`src/rtl/result_display_pkg.sv`:
```
// Shared definitions for the result display: FSM state encoding, segment
// table, blanking constant, digit-select width and small helper functions.
package result_display_pkg;

  // Conversion controller states.
  typedef enum logic [1:0] {
    ST_IDLE  = 2'd0,
    ST_SHIFT = 2'd1,
    ST_DONE  = 2'd2
  } state_t;

  // Number of multiplexed digits and the width of the select that walks them.
  localparam int NUM_DIGITS  = 4;
  localparam int DIGIT_SEL_W = 2;

  // Binary input width and number of double-dabble shift cycles.
  localparam int BIN_W      = 8;
  localparam int BCD_W      = 12;
  localparam int SHIFT_CNT_W = 3;

  // Active-low segment patterns, bit0 = a ... bit6 = g.
  localparam logic [6:0] SSEG_BLANK = 7'b1111111;
  localparam logic [6:0] SSEG_TABLE [10] = '{
    7'b1000000,  // 0
    7'b1111001,  // 1
    7'b0100100,  // 2
    7'b0110000,  // 3
    7'b0011001,  // 4
    7'b0010010,  // 5
    7'b0000010,  // 6
    7'b1111000,  // 7
    7'b0000000,  // 8
    7'b0010000   // 9
  };

  // Double-dabble correction: a nibble of 5 or more would overflow past 9
  // when doubled, so bias it by 3 before the shift.
  function automatic logic [3:0] bcd_adjust(input logic [3:0] nib);
    return (nib >= 4'd5) ? (nib + 4'd3) : nib;
  endfunction

  // Active-low one-hot anode enable for a digit select value.
  function automatic logic [NUM_DIGITS-1:0] an_decode(input logic [DIGIT_SEL_W-1:0] sel);
    return ~(NUM_DIGITS'(1) << sel);
  endfunction

endpackage

```
`src/rtl/result_display_sseg_decoder.sv`:
```
// BCD digit to active-low seven-segment pattern, with a forced-blank input.
// Codes above 9 never occur in normal operation and are shown blank.
module sseg_decoder
  import result_display_pkg::*;
(
  input  logic [3:0] bcd_i,
  input  logic       blank_i,
  output logic [6:0] sseg_o
);

  // Table lookup unless the digit is blanked or out of range.
  always_comb begin
    sseg_o = SSEG_BLANK;
    if (!blank_i && (bcd_i <= 4'd9)) begin
      sseg_o = SSEG_TABLE[bcd_i];
    end
  end

endmodule

```
`src/rtl/result_display.sv`:
```
// Converts an 8-bit unsigned result to BCD with a serial double-dabble
// engine and shows it on a 4-digit multiplexed seven-segment display.
// The shown digits only update when a conversion completes, so the old
// value stays visible while a new one is being converted.
module result_display
  import result_display_pkg::*;
#(
  parameter int REFRESH_DIV = 50000
) (
  input  logic                  clk,
  input  logic                  rst_n,
  input  logic                  init,
  input  logic [BIN_W-1:0]      value,
  output logic [6:0]            sseg,
  output logic [NUM_DIGITS-1:0] an,
  output logic                  busy,
  output logic                  done
);

  localparam int CNT_W = (REFRESH_DIV > 1) ? $clog2(REFRESH_DIV) : 1;
  localparam logic [CNT_W-1:0] CNT_LAST = CNT_W'(REFRESH_DIV - 1);

  // ---------------------------------------------------------------------
  // Conversion state
  // ---------------------------------------------------------------------
  state_t                 state_q, state_d;
  logic [BIN_W-1:0]       bin_q, bin_d;
  logic [BCD_W-1:0]       bcd_q, bcd_d;
  logic [SHIFT_CNT_W-1:0] shcnt_q, shcnt_d;

  // Committed display digits
  logic [3:0] hund_q, hund_d;
  logic [3:0] tens_q, tens_d;
  logic [3:0] units_q, units_d;

  // One double-dabble step computed from the current scratch
  logic [BCD_W-1:0] bcd_adj;
  logic [BCD_W-1:0] bcd_shift;
  logic [BIN_W-1:0] bin_shift;

  // Refresh / multiplex state
  logic [CNT_W-1:0]       refresh_q, refresh_d;
  logic [DIGIT_SEL_W-1:0] sel_q, sel_d;

  // Registered display outputs
  logic [6:0]            sseg_q, sseg_d;
  logic [NUM_DIGITS-1:0] an_q, an_d;

  // Digit routed to the shared decoder for the next refresh slot
  logic [3:0] dec_bcd;
  logic       dec_blank;

  // Correct each nibble, then shift the combined {bcd, bin} left by one.
  always_comb begin
    bcd_adj = {bcd_adjust(bcd_q[11:8]), bcd_adjust(bcd_q[7:4]), bcd_adjust(bcd_q[3:0])};
    {bcd_shift, bin_shift} = {bcd_adj, bin_q} << 1;
  end

  // Next-state logic of the conversion FSM and the display digit commit.
  always_comb begin
    state_d = state_q;
    bin_d   = bin_q;
    bcd_d   = bcd_q;
    shcnt_d = shcnt_q;
    hund_d  = hund_q;
    tens_d  = tens_q;
    units_d = units_q;
    unique case (state_q)
      ST_IDLE: begin
        if (init) begin
          bin_d   = value;
          bcd_d   = '0;
          shcnt_d = '0;
          state_d = ST_SHIFT;
        end
      end
      ST_SHIFT: begin
        bin_d   = bin_shift;
        bcd_d   = bcd_shift;
        shcnt_d = shcnt_q + 1'b1;
        // The eighth shift completes the conversion; commit its result
        // directly so the digits are valid while done is high.
        if (shcnt_q == SHIFT_CNT_W'(BIN_W - 1)) begin
          state_d = ST_DONE;
          hund_d  = bcd_shift[11:8];
          tens_d  = bcd_shift[7:4];
          units_d = bcd_shift[3:0];
        end
      end
      ST_DONE: begin
        state_d = ST_IDLE;
      end
      default: begin
        state_d = ST_IDLE;
      end
    endcase
  end

  // Status outputs decode straight from the state register.
  always_comb begin
    busy = (state_q != ST_IDLE);
    done = (state_q == ST_DONE);
  end

  // Conversion and display-digit registers.
  always_ff @(posedge clk) begin
    if (!rst_n) begin
      state_q <= ST_IDLE;
      bin_q   <= '0;
      bcd_q   <= '0;
      shcnt_q <= '0;
      hund_q  <= '0;
      tens_q  <= '0;
      units_q <= '0;
    end else begin
      state_q <= state_d;
      bin_q   <= bin_d;
      bcd_q   <= bcd_d;
      shcnt_q <= shcnt_d;
      hund_q  <= hund_d;
      tens_q  <= tens_d;
      units_q <= units_d;
    end
  end

  // Refresh counter wraps every REFRESH_DIV cycles and steps the digit select.
  always_comb begin
    refresh_d = refresh_q + 1'b1;
    sel_d     = sel_q;
    if (refresh_q == CNT_LAST) begin
      refresh_d = '0;
      sel_d     = sel_q + 1'b1;
    end
  end

  // Refresh counter and digit select registers.
  always_ff @(posedge clk) begin
    if (!rst_n) begin
      refresh_q <= '0;
      sel_q     <= '0;
    end else begin
      refresh_q <= refresh_d;
      sel_q     <= sel_d;
    end
  end

  // Pick the digit and leading-zero blanking for the slot being entered.
  always_comb begin
    dec_bcd   = units_q;
    dec_blank = 1'b0;
    unique case (sel_d)
      2'd0: begin
        dec_bcd   = units_q;
        dec_blank = 1'b0;
      end
      2'd1: begin
        dec_bcd   = tens_q;
        dec_blank = (hund_q == 4'd0) && (tens_q == 4'd0);
      end
      2'd2: begin
        dec_bcd   = hund_q;
        dec_blank = (hund_q == 4'd0);
      end
      default: begin
        dec_bcd   = 4'd0;
        dec_blank = 1'b1;
      end
    endcase
  end

  sseg_decoder u_sseg_decoder (
    .bcd_i   (dec_bcd),
    .blank_i (dec_blank),
    .sseg_o  (sseg_d)
  );

  // Anode enable for the slot being entered.
  always_comb begin
    an_d = an_decode(sel_d);
  end

  // Segment and anode outputs registered together so they switch on one edge.
  always_ff @(posedge clk) begin
    if (!rst_n) begin
      sseg_q <= SSEG_TABLE[0];
      an_q   <= an_decode('0);
    end else begin
      sseg_q <= sseg_d;
      an_q   <= an_d;
    end
  end

  assign sseg = sseg_q;
  assign an   = an_q;

endmodule

```
`config.mk`:
```
export PLATFORM = sky130hd
export DESIGN_NAME = result_display
export DESIGN_NICKNAME = d
export VERILOG_FILES = /design/src/rtl/result_display_pkg.sv /design/src/rtl/result_display_sseg_decoder.sv /design/src/rtl/result_display.sv
export SDC_FILE = /design/constraint.sdc
export NUM_CORES = 1
export LEC_CHECK = 0
export ABC_AREA = 1
export BUFFER_PORTS_ARGS = -buffer_cell sky130_fd_sc_hd__buf_2
export CAP_MARGIN = 25
export CORE_ASPECT_RATIO = 0.8
export CORE_UTILIZATION = 60
export DETAILED_ROUTE_END_ITERATION = 12
export PLACE_DENSITY = 0.83
export SYNTH_ARGS = -nofsm -noshare
export SYNTH_HDL_FRONTEND = slang
export SYNTH_SLANG_ARGS = --single-unit
```
`constraint.sdc`:
```
create_clock -name clk -period 2.6 [get_ports clk]
set_input_delay 0 -clock clk [delete_from_list [all_inputs] [get_ports clk]]
set_output_delay 0 -clock clk [all_outputs]
set_load 0.02 [all_outputs]
```
### Word-level counts from Yosys, hierarchy flattened

Memories as Yosys holds them, arrays and structs flattened.
Index checks and enable logic that the tools add are counted.
W data, S select, Z words.

* add/subtract/negate cells: 6
* magnitude comparators: 5
* equal/unequal tests: 8
* shift operators: 1
* multiplexer cells: 18
* bitwise gates (word level): 3
* reduce and logical (&&, ||, !) cells: 14

Operators by type and width (number)
* $pmux W12 S2: 1
* $add A16 B1 Y16 const B: 1
* $eq A16 B16 Y1 const B: 1
* $pmux W8 S2: 1
* $mux W7: 2
* $ge A4 B3 Y1 const B: 3
* $mux W12: 1
* $pmux W4 S3: 1
* $add A4 B2 Y4 const B: 2
* $logic_not A4 Y1: 2
* $mux W4: 2
* $mux W8: 1
* $reduce_and A2 Y1: 4
* $mux W2: 3
* $mux W3: 2
* $mux W6: 1
* $pmux W3 S2: 1
* $ge A5 B5 Y1 const B: 1
* $not A4 Y5: 1
* $eq A2 B1 Y1 const B: 2
* $eq A2 B2 Y1 const B: 2
* $le A4 B4 Y1 const B: 1
* $logic_not A2 Y1: 2
* $ne A2 B2 Y1 const B: 2
* other kinds (13): 15

* flip-flop bits (word level): 66
* ROM bits: 112
* input port bits: 11
* logic and storage cells: 68
* memories: 1

Memories
* (no name shown): depth 16, bits a word 7, rd ports 1, clocked after Yosys merged registers in 0, wr ports 0, RTL line result_display_sseg_decoder.sv:15 `sseg_o = SSEG_TABLE[bcd_i];`

### Depth between registers and ports, before layout

* depth after elaboration: 9
* gate-level depth with buffers: 20

### Modules after synthesis

Synthesis repeated with hierarchy kept, for this count alone.

* cells, all modules: 445
* area, all modules: 3254.4 um^2

Modules (own cells, without submodules)
* result_display: times used 1, cells an instance 405, area each 3014.1 um^2, seq. area each 1321.3 um^2
* sseg_decoder: times used 1, cells an instance 40, area each 240.2 um^2, seq. area each 0.0 um^2

### Worst setup path before layout

No wires, ideal clock.

* kind: register to register
* from: register refresh_q[0]
* to: register sseg_q[0], in the netlist sseg[0]
* setup time: 0.128 ns
* arrival time: 2.101 ns
* required time: 2.472 ns
* path slack: 0.371 ns
* stages on the path, launching flop included: 20
* path buffers: 0
* path through: dfxtp_1 -> ha_1 -> nand3_4 -> nor2_8 -> nand2_4 -> nand2_4 -> nand2_8 -> nand2_2 -> inv_2 -> nand2_1 -> nand3_1 -> inv_1 -> ha_1 -> inv_1 -> nand2_1 -> nand4_1 -> nand2_2 -> nand2_4 -> nor2_1 -> nor2_1

* cells in the longest elaborated chain, start to end: 9

RTL lines
* start, declared: RTL line result_display.sv:42 `logic [CNT_W-1:0] refresh_q, refresh_d;`
* start signal, assigned: RTL line result_display.sv:142 `refresh_q <= refresh_d;`
* $eq A16 B16 Y1 (*): RTL line result_display.sv:130 `if (refresh_q == CNT_LAST) begin`
* $mux W2 (*): RTL line result_display.sv:130
* $eq A2 B2 Y1, or another cell as far along: RTL line result_display.sv:151 `unique case (sel_d)`
* $pmux W4 S3: RTL line result_display.sv:151
* $not A4 Y5 (not written as such): RTL line result_display_sseg_decoder.sv:15
* $mem_v2 Z16 W7
* $mux W7 (not written as such) (2 in series): RTL line result_display_sseg_decoder.sv:15
* $mux W6 (*): RTL line result_display_sseg_decoder.sv:14 `if (!blank_i && (bcd_i <= 4'd9)) begin`
* end signal, assigned: RTL line result_display.sv:185 `sseg_q <= SSEG_TABLE[0];`
* end signal, assigned: RTL line result_display.sv:188 `sseg_q <= sseg_d;`
* end, declared: RTL line result_display.sv:46 `logic [6:0] sseg_q, sseg_d;`

Every way passes the cells marked *; elsewhere a longest branch is shown, timed or not. The select of a mux whose other input is x is not followed.
A chain may end at the register's enable or synchronous reset.

### Worst setup path in the final report

Ends and elaborated chain as after synthesis.

==> metrics.cfg <==
[run_status]
status = complete, no violations

[timing]
slew_headroom_pct = 66.9
hold_viol = 0
timing.final.crit_period_ps = 2370
min_period_over_period_pct = 91.2
maxSlewViolCount = 0
tns_ps = 0
rsz0062_at_grt = no
fin_skew_ps = 6.02
tightest_slew_ps = 496
clock.fmax_mhz = 422
finalWorstSetupSlack_ps = 228
setup_violations = 0

[detailed_routing]
wire_per_inst_um = 11.7
firstDrtPassIters = 5
via_per_inst = 5.04
drt_wl_total_um = 6700
drcViolationCount = 0
drt_iter0_drc = 154
vias = 2882
ant_nets = 0

[synth]
syn_area_um2 = 3360
synth-edff-count = 0
synth_seq_cells = 66
yosysTopAreaCell = dfxtp_1
synth-main-ff-cell = dfxtp_1
yosysTopAreaCellShare_pct = 39.3
async_flop_share_pct = 0
yosysMostFrequentCell = nand2_1
synth_cell_types = 39
seq_area_frac_synth_pct = 39.3
synth_common_cells = nand2_1 (115), dfxtp_1 (66), inv_1 (53)
yosysWarnings = 0
syn_nets = 481
syn_inst = 456
avgSynthCellArea_um2 = 7.37
synth.area.top_cells = dfxtp_1 (39%), nand2_1 (13%), inv_1 (5.9%)

[global_routing]
grt_start_max_net_pins = 25
antenna_found_initial = 0
grt_remaining_overflow = 0
grt_pass1_vias = 2657
grt_pass1_wl_um = 11400
grtUsageTotal_pct = 25.2

[setup_path]
worst-r2r-cell-count = 19
slowest_delay_ps = 360
cpMostUsedCell = nand2_4
required_ps = 2820
arrival_ps = 2600
worst_setup_path_end_kind = flop
crit_chain = ha_2, nand3_4, nor2_8, nand2_4, nand2_4, nand2_8, nand2_2, inv_2, nand2_1, o211ai_2, inv_1, ha_1, inv_1, nand2_1, nand4_1, nand2_2, nand2_4, nor2_1, nor2_1
startpoint_type = flop
reg2reg_slack_ps = 230
worst_path_max_delay_cell = dfxtp_1
critPathKind = reg -> reg
critPathMaxFanout = 8

[die]
die_w_um = 85.7
coreArea_um2 = 5210
die_h_um = 69.0
initial_core_util_pct = 64.5
row_count = 23
dieArea_um2 = 5910
pin_count = 24

[worst_hold_path]
holdCritPathClass = in -> reg
hold_depth = 2

[power]
power_density_nw_per_um2 = 546
p_leak_nw = 1.73
peakVddDrop_v = 0.000387

[place]
place_area_um2 = 3550
dp_hpwl_um = 4820
place_ws_ps = 145
io_buffers = 23
routabilityCongestion = 0.895

[finish]
nets = 517
final_area_um2 = 3870
area_delta_synth_final_pct = 15.3
drive_gt1_share_pct = 18.3
antenna_cells = 0

[cts]
htree_levels = 3
clock_latency_ps = 350
numClockSinks = 66
root_buffer = clkbuf_8
postCtsSetupRepairBufs = 0
cts_tree = yes
cts_buffer_depth = 2
path_clk_slew_ps = 70
cts_made_buffers = 9

[job]
cap_violations = 0

-- layout by cell type, fill, tap and decap left out, drive strengths merged, types with 2 or more instances in the layout --
master       Yosys  layout
nand2          129     129
dfxtp           66      66
inv             58      58
nor2            53      53
a21oi           35      35
buf              3      26
nand3           24      24
o21ai           19      19
ha              14      14
clkbuf           8      10
dlygate4sd3      0      10
a31oi            9       9
nor3             7       7
nor3b            6       6
clkinv           2       6
xor2             5       5
nand4            4       4
o21bai           4       4
or2              4       4
bufinv           0       2
o211ai           2       2
-- worst paths after layout --
kind | startpoint | endpoint
worst min register to register | refresh_q[0] | refresh_q[0]
worst max-delay path | refresh_q[0] | sseg[0]
worst min-delay path | rst_n | an[3]
worst max register to register | refresh_q[0] | sseg[0]
-- stage by stage --
stage	util, %	cells	hold slack [ps]	power [mW]
floorplan	-	456	161	1.13
global placement	68.1	546	272	1.16
detailed placement	68.1	546	279	1.16
CTS	74.2	572	31.9	2.12
global route	74.4	572	50.7	2.17
finish	74.4	572	40.1	2.11
-- cells by family (layout without fill, tap and decap cells) --
group / after synthesis / after routing / synth area share (%)
xor+xnor: 6 / 6 / 1.56
flops: 66 / 66 / 39.3
simple gates: 229 / 229 / 34.4
compound gates: 70 / 70 / 11.5
buf+inv: 71 / 112 / 8.04
fa+ha+maj: 14 / 14 / 5.21
-- routing by layer --
layer	vias to the layer above	global-route usage (%)	share of wire, %
li1	1526	-	-
met1	1297	30.7	49
met2	46	42.9	46
met5	-	0	0
met4	0	11.7	1.8
met3	13	6.19	3.6
-- cell type report --
cell class / count / area, um2
Fill cell: 407 / 1330
Tap cell: 75 / 93.8
Sequential cell: 66 / 1320
Clock inverter: 6 / 80.1
Multi-Input combinational cell: 319 / 1780
Clock buffer: 10 / 138
Inverter: 60 / 226
Timing Repair Buffer: 36 / 238
-- power by group --
part | total, mW | switching [mW] | internal (mW)
registers | 1.04 | 0.0129 | 1.03
clock network | 0.961 | 0.402 | 0.559
logic | 0.109 | 0.0690 | 0.0397
total | 2.11 | 0.484 | 1.63
-- registers in the layout, summed over array words and instances, names as in the netlist --
| signal | count |
|---|---|
| state_q | 2 |
| bcd_q | 12 |
| shcnt_q | 3 |
| refresh_q | 16 |
| sseg | 7 |
| bin_q | 8 |
| hund_q | 4 |
| sel_q | 2 |
| an | 4 |
| units_q | 4 |
| tens_q | 4 |
-- critical path, delay by kind of cell (launching register included) --
kind	cells	cell delay (ps)
buffers and inverters	3	220
adder cells (fa/ha/maj)	2	390
AND/OR/NAND/NOR	13	1170
AO/OA/AOI/OAI	1	100
flip-flops	1	360
-- repair_timing --
| action | CTS | global route |
|---|---|---|
| endpoints found under the setup margin | 0 | 7 |
| resized for setup | 0 | 3 |
| hold buffers | 10 | 0 |
| hold endpoints to repair | 9 | 0 |
Power figures use the tool's default switching activity.
